--- src/rtl/fetch_stage_pkg.sv ---
// Shared types and constants for the instruction fetch stage.
package fetch_stage_pkg;

  localparam logic [31:0] DEFAULT_RESET_PC = 32'h0000_0000;

  typedef logic [1:0] fetch_state_t;

  localparam fetch_state_t StReq  = 2'd0;
  localparam fetch_state_t StWait = 2'd1;
  localparam fetch_state_t StHold = 2'd2;

  typedef struct packed {
    logic        valid;
    logic [31:0] instr;
    logic [31:0] pc4;
  } if_id_t;

endpackage

--- src/rtl/fetch_stage_if_id_reg.sv ---
// IF/ID pipeline register plus a one-entry hold buffer for a word that
// arrives while decode is stalled.
module if_id_reg
  import fetch_stage_pkg::*;
(
  input  logic        clk,
  input  logic        rst_n,
  input  logic        flush,
  input  logic        stall,
  input  logic        wr_en,
  input  logic [31:0] wr_instr,
  input  logic [31:0] wr_pc4,
  output logic        valid,
  output logic [31:0] instr,
  output logic [31:0] pc4
);

  // The hold buffer's valid bit doubles as its "full" flag.
  if_id_t entry_q, entry_d, hold_q, hold_d;

  always_comb begin
    entry_d = entry_q;
    hold_d  = hold_q;
    if (flush) begin
      entry_d.valid = 1'b0;
      hold_d.valid  = 1'b0;
    end else if (!stall) begin
      if (hold_q.valid) begin
        entry_d      = hold_q;
        hold_d.valid = 1'b0;
      end else if (wr_en) begin
        entry_d = '{valid: 1'b1, instr: wr_instr, pc4: wr_pc4};
      end else begin
        entry_d.valid = 1'b0;
      end
    end else if (wr_en) begin
      hold_d = '{valid: 1'b1, instr: wr_instr, pc4: wr_pc4};
    end
  end

  always_ff @(posedge clk or negedge rst_n) begin
    if (!rst_n) begin
      entry_q <= '0;
      hold_q  <= '0;
    end else begin
      entry_q <= entry_d;
      hold_q  <= hold_d;
    end
  end

  assign valid = entry_q.valid;
  assign instr = entry_q.instr;
  assign pc4   = entry_q.pc4;

endmodule

--- src/rtl/fetch_stage.sv ---
// Instruction fetch stage: PC, request FSM and branch squash handling.
// Optional FETCH_PERF_CNT_EN adds fetch_count / squash_count outputs.
module fetch_stage
  import fetch_stage_pkg::*;
#(
  parameter logic [31:0] RESET_PC   = DEFAULT_RESET_PC,
  parameter int unsigned WORD_BYTES = 4
) (
  input  logic        clk,
  input  logic        rst_n,
  output logic [31:0] imem_addr,
  output logic        imem_req,
  input  logic        imem_ack,
  input  logic [31:0] imem_rdata,
  input  logic        id_stall,
  input  logic        br_take,
  input  logic [31:0] br_imm_ext,
  output logic        if_id_valid,
  output logic [31:0] if_id_instr,
  output logic [31:0] if_id_pc4,
`ifdef FETCH_PERF_CNT_EN
  output logic [31:0] fetch_count,
  output logic [15:0] squash_count,
`endif
  output logic [15:0] if_id_imm16
);

  localparam logic [31:0] Step = 32'(WORD_BYTES);

  fetch_state_t state_q, state_d;
  logic [31:0]  pc_q, pc_d, sq_target_q, sq_target_d;
  logic         squash_q, squash_d;
  logic         req_en_q;
  logic         ack_v, drop, accept;
  logic [31:0]  br_target, pc_seq;

  assign br_target = if_id_pc4 + (br_imm_ext << 2);
  assign pc_seq    = pc_q + Step;

  // req_en_q keeps the request low for the first cycle after reset release.
  assign imem_req  = req_en_q && (state_q != StHold);
  assign imem_addr = pc_q;
  assign ack_v     = imem_req && imem_ack;
  assign drop      = ack_v && (squash_q || br_take);
  assign accept    = ack_v && !drop;

  always_comb begin
    state_d     = state_q;
    pc_d        = pc_q;
    squash_d    = squash_q;
    sq_target_d = sq_target_q;
    unique case (state_q)
      StReq, StWait: begin
        if (ack_v) begin
          squash_d = 1'b0;
          state_d  = (accept && id_stall) ? StHold : StReq;
          if (br_take) begin
            pc_d = br_target;
          end else if (squash_q) begin
            pc_d = sq_target_q;
          end else begin
            pc_d = pc_seq;
          end
        end else if (imem_req) begin
          // Request already on the bus: it must complete before redirecting.
          state_d = StWait;
          if (br_take) begin
            squash_d    = 1'b1;
            sq_target_d = br_target;
          end
        end
      end
      StHold: begin
        if (br_take) begin
          pc_d    = br_target;
          state_d = StReq;
        end else if (!id_stall) begin
          state_d = StReq;
        end
      end
      default: state_d = StReq;
    endcase
  end

  always_ff @(posedge clk or negedge rst_n) begin
    if (!rst_n) begin
      state_q     <= StReq;
      pc_q        <= RESET_PC;
      squash_q    <= 1'b0;
      sq_target_q <= '0;
      req_en_q    <= 1'b0;
    end else begin
      state_q     <= state_d;
      pc_q        <= pc_d;
      squash_q    <= squash_d;
      sq_target_q <= sq_target_d;
      req_en_q    <= 1'b1;
    end
  end

  if_id_reg u_if_id (
    .clk      (clk),
    .rst_n    (rst_n),
    .flush    (br_take),
    .stall    (id_stall),
    .wr_en    (accept),
    .wr_instr (imem_rdata),
    .wr_pc4   (pc_seq),
    .valid    (if_id_valid),
    .instr    (if_id_instr),
    .pc4      (if_id_pc4)
  );

  assign if_id_imm16 = if_id_instr[15:0];

`ifdef FETCH_PERF_CNT_EN
  logic        loaded;
  logic [31:0] fetch_count_q;
  logic [15:0] squash_count_q;

  assign loaded = !br_take && !id_stall && ((state_q == StHold) || accept);

  always_ff @(posedge clk or negedge rst_n) begin
    if (!rst_n) begin
      fetch_count_q  <= '0;
      squash_count_q <= '0;
    end else begin
      if (loaded) fetch_count_q <= fetch_count_q + 32'd1;
      if (drop)   squash_count_q <= squash_count_q + 16'd1;
    end
  end

  assign fetch_count  = fetch_count_q;
  assign squash_count = squash_count_q;
`endif

endmodule

--- config.mk ---
export PLATFORM = sky130hd
export DESIGN_NAME = fetch_stage
export DESIGN_NICKNAME = d
export VERILOG_FILES = /design/src/rtl/fetch_stage_pkg.sv /design/src/rtl/fetch_stage_if_id_reg.sv /design/src/rtl/fetch_stage.sv
export SDC_FILE = /design/constraint.sdc
export NUM_CORES = 1
export LEC_CHECK = 0
export CORE_MARGIN = 2
export CORE_UTILIZATION = 35
export CTS_CLUSTER_SIZE = 24
export DETAILED_ROUTE_END_ITERATION = 8
export PLACE_DENSITY = 0.68
export SYNTH_ARGS = -nofsm -noshare
export SYNTH_HDL_FRONTEND = slang
export SYNTH_SLANG_ARGS = --single-unit
--- constraint.sdc ---
create_clock -name clk -period 3.5 [get_ports clk]
set_input_delay 0.7 -clock clk [delete_from_list [all_inputs] [get_ports clk]]
set_output_delay 0.7 -clock clk [all_outputs]
set_load 0.02 [all_outputs]
==> results of run 1 <==
## through the flow
stage                     hold slack (ns)  TNS [ns]
after floorplan                     0.404         0
after global placement              0.450   -0.0651
after detailed placement            0.455    -0.380
after CTS                           0.292         0
after global routing                0.306         0
final                               0.276         0
## cells in the mapped netlist (all sizes together), types with 3 or more instances
cell and n:
nand3 20, nor2b 6, ha 30, nand2b 9, a31oi 10, a221oi 3
nand2 189, dfrtp 198, xnor2 30, a211oi 5, and2 4, or3 5
clkbuf 51, mux2i 48, nor3 9, o31ai 4, mux2 48, o21ai 162
inv 17, o211ai 6, and3 7, a21oi 82, a22oi 5, xor2 25
nor2 82, nand4 8, a22o 3, buf 37, a21o 12, o21bai 6
## routing by layer
layer / up-vias / global-route usage, % / routed length (um) / part of all wire [%]
met5: - / 0 / 0 / 0
met4: 0 / 4.30 / 432 / 1.4
met3: 25 / 5.39 / 2200 / 7.2
met2: 233 / 31.4 / 14400 / 47
met1: 4289 / 26.1 / 13600 / 45
li1: 4281 / - / - / -
## worst max-delay path by stage
stage / depth (start not counted) / to / startpoint / slack [ns]
2_1_floorplan: 11 / sq_target_q[30] / br_imm_ext[0] / 0.67
3_3_place_gp: 12 / sq_target_q[26] / br_imm_ext[0] / -0.04
3_5_place_dp: 12 / sq_target_q[26] / br_imm_ext[0] / -0.10
6_report: 12 / sq_target_q[26] / br_imm_ext[0] / 0.35
5_1_grt: 12 / sq_target_q[26] / br_imm_ext[0] / 0.28
4_1_cts: 12 / sq_target_q[26] / br_imm_ext[0] / 0.36
## flip-flops by register name, indices dropped and copies added (netlist names)
register	flops
u_if_id.instr	32
imem_addr	32
sq_target_q	32
u_if_id.hold_q	65
u_if_id.valid	1
squash_q	1
u_if_id.pc4	32
req_en_q	1
state_q	2
## where the power goes
group,switching [W],internal (W)
sequential,0.000747,0.00312
clock,0.00104,0.00104
combinational,0.00281,0.00226
## cell type report
| type | instances | share of cell area [%] |
|---|---|---|
| clock inverters | 15 | 1.49 |
| repair buffers | 216 | 15.7 |
| inverters | 17 | 0.472 |
| diodes | 1 | 0.0185 |
| flip-flops and latches | 198 | 36.7 |
| well taps | 390 | 3.61 |
| clock buffers | 17 | 3.15 |
| multi-input cells | 846 | 38.9 |
## kinds of logic (layout without fill, tap and decap cells)
logic type	after synthesis	after routing	synth area share [%]
flip-flops	198	198	46.4
AND/OR/NAND/NOR	346	346	13.9
AO/OA/AOI/OAI	317	317	17.4
XOR/XNOR	55	55	4.51
buffers and inverters	105	265	4.48
other	1	2	0.0351
adder cells (fa/ha/maj)	31	31	3.70
multiplexers	96	96	9.56
## worst max-delay path, stage by stage
cell,delay (ns)
clkdlybuf4s50_1,0.48
ha_1,0.23
inv_1,0.08
fa_1,0.43
nor2b_4,0.16
o31ai_4,0.07
a32oi_2,0.32
a221oi_4,0.12
o21bai_2,0.34
a31oi_1,0.15
xor2_1,0.27
o21ai_1,0.11
==> metrics.md, run 1 <==
| Metric | Value |
|---|---|
| Power Dens Cells | `about 810 nW/um^2` |
| Reg2Reg Setup Slack | `0.67 ns` |
| Largest net degree at the start of global routing | `between 70 and 80` |
| EDFF count, synth | `0` |
| # rows | `63` |
| Arr. time, crit path | `3.46 ns` |
| Max Fclk | `317 MHz` |
| Largest cells by area after synthesis | `dfrtp_1 (46%), nand2_1 (6.6%), mux2_2 (5.0%)` |
| Final worst slack | `roughly 0.35 ns` |
| Final WL | `approximately 31000 um` |
| Via density per instance | `5.19` |
| Power, Total | `between 0.01 and 0.015 W` |
| Initial antenna violation count | `1` |
| Worst setup SP type | `primary input` |
| Global Route Usage Sum | `about a fifth` |
| Post-route DRC | `0` |
| CP endpoint kind | `flop` |
| Resize count post-CTS | `0` |
| Cell Area, Placed | `between 10000 and 15000 sq um` |
| Cts bufs inserted | `17` |
| Drt first pass iters | `7` |
| RSZ-0062 raised after global routing | `false` |
| Synth Net Count | `between 1000 and 1500` |
| GPL Wtd Cong | `around 0.91` |
| Placed Cells incl. Taps | `1667` |
| Setup Buffers After CTS | `0` |
| Wirelength per Cell | `18.0 um` |
| Run status | `complete, no violations` |
| Primary FF master, synth | `dfrtp_1` |
| Initial core utilization | `between 30% and 40%` |
| Worst-Skew Late Latency | `around 0.44 ns` |
| Post-CTS Hold Buffers | `0` |
| Yosys top cell area share | `46.4%` |
| Final Max Tran Viols | `0` |
| Asr flop ratio synth | `between 90% and 100%` |
| Share of layout cells above drive strength 1 | `roughly 10%` |
| Routed vias | `between 8000 and 9000` |
| Total die area | `approximately 32000 sq um` |
| Leakage | `roughly 5.7 nW` |
| Final Skew | `0.0163 ns` |
| Final Non-Filler Cells | `1700` |
| Core area | `about 30000 sq um` |
| End-of-flow core utilization | `roughly 45%` |
| Final period util | `90.1%` |
| Most frequent cells in the layout | `dfrtp_1 (197), nand2_1 (188), clkdlybuf4s50_1 (179)` |
| Cell count of the worst reg-to-reg path | `11` |
| Bufs on Longest Clock Path | `2` |
| Footprint of the multi-input gates | `roughly 5300 sq um` |
| Worst-path maximum fanout | `5` |
| Max H-tree Level | `4` |
| Relative slew slack | `46.1%` |
| Fillers | `between 2000 and 3000` |
| Reg area | `between 4000 and 5000 sq um` |
| Fin. Hold Viols | `0` |
| Number of buffers added on ports | `between 150 and 200` |
| Clock transition at path regs | `0.09 ns` |
| Die Ht | `around 180 um` |
| Clk sinks | `approximately 200` |
| Post-Syn Instances | `around 1100` |
| Worst r2r dst | `sq_target_q[26]` |
| Root buf cell | `clkbuf_16` |
| Die W | `~180 um` |
| Final setup fails | `0` |
| CTS tree | `done` |
| Avg Cell Area, Syn | `roughly 9.3 sq um` |
| Sequential-to-total area share from yosys stat | `46.4%` |
| # nets final | `between 1000 and 1500` |
| GR Overflow Total | `0` |
| Area grow syn2layout | `26.7%` |
| Most common cell after layout, fill and taps aside | `dfrtp_1` |
| Req. time, crit path | `between 3 and 4 ns` |
| Syn Std Cell Area | `between 10000 and 15000 sq um` |
| Vias in the first global route | `around 8600` |
| Design Area, Final | `between 10000 and 15000 sq um` |
| Final antenna-violating net count | `0` |
| Max cap viols | `0` |
| First-pass GRT wire length | `around 48000 um` |
| Initial DRC count | `612` |
| Flops & latches, synth | `198` |
| Ys Warns | `0` |
| Worst Max-Slew Pin Slew | `0.809 ns` |
| Min-Delay Path Class | `primary input to asynchronous set/reset pin` |
| Max VDD drop | `around 0.37 mV` |
| Post-DP HPWL | `22000 um` |
| RR Startpoint | `u_if_id.pc4[2]` |
| Min Tclk post-route | `3.15 ns` |
| Ports | `183` |
| Place WS | `-0.100 ns` |
| Setup CP Type | `primary input to flop` |
| Largest area contributor in the netlist | `dfrtp_1` |
| Yosys cell types | `62` |
(Power assumes the default switching activity.)
==> run 2, diff against run 1 <==
--- a/config.mk
+++ b/config.mk
@@ -5,6 +5,8 @@
 export SDC_FILE = /design/constraint.sdc
 export NUM_CORES = 1
 export LEC_CHECK = 0
+export ABC_AREA = 0
+export ABC_CLOCK_PERIOD_IN_PS = 3500
 export CORE_MARGIN = 2
 export CORE_UTILIZATION = 35
 export CTS_CLUSTER_SIZE = 24
==> results of run 2 <==
The final DEF is identical to that of run 1; final timing and power are the same.
==> run 3, diff against run 2 <==
--- a/config.mk
+++ b/config.mk
@@ -9,6 +9,7 @@
 export ABC_CLOCK_PERIOD_IN_PS = 3500
 export CORE_MARGIN = 2
 export CORE_UTILIZATION = 35
+export CTS_CLUSTER_DIAMETER = 50
 export CTS_CLUSTER_SIZE = 24
 export DETAILED_ROUTE_END_ITERATION = 8
 export PLACE_DENSITY = 0.68
==> results of run 3 <==
The final DEF is identical to that of run 1; final timing and power are the same.
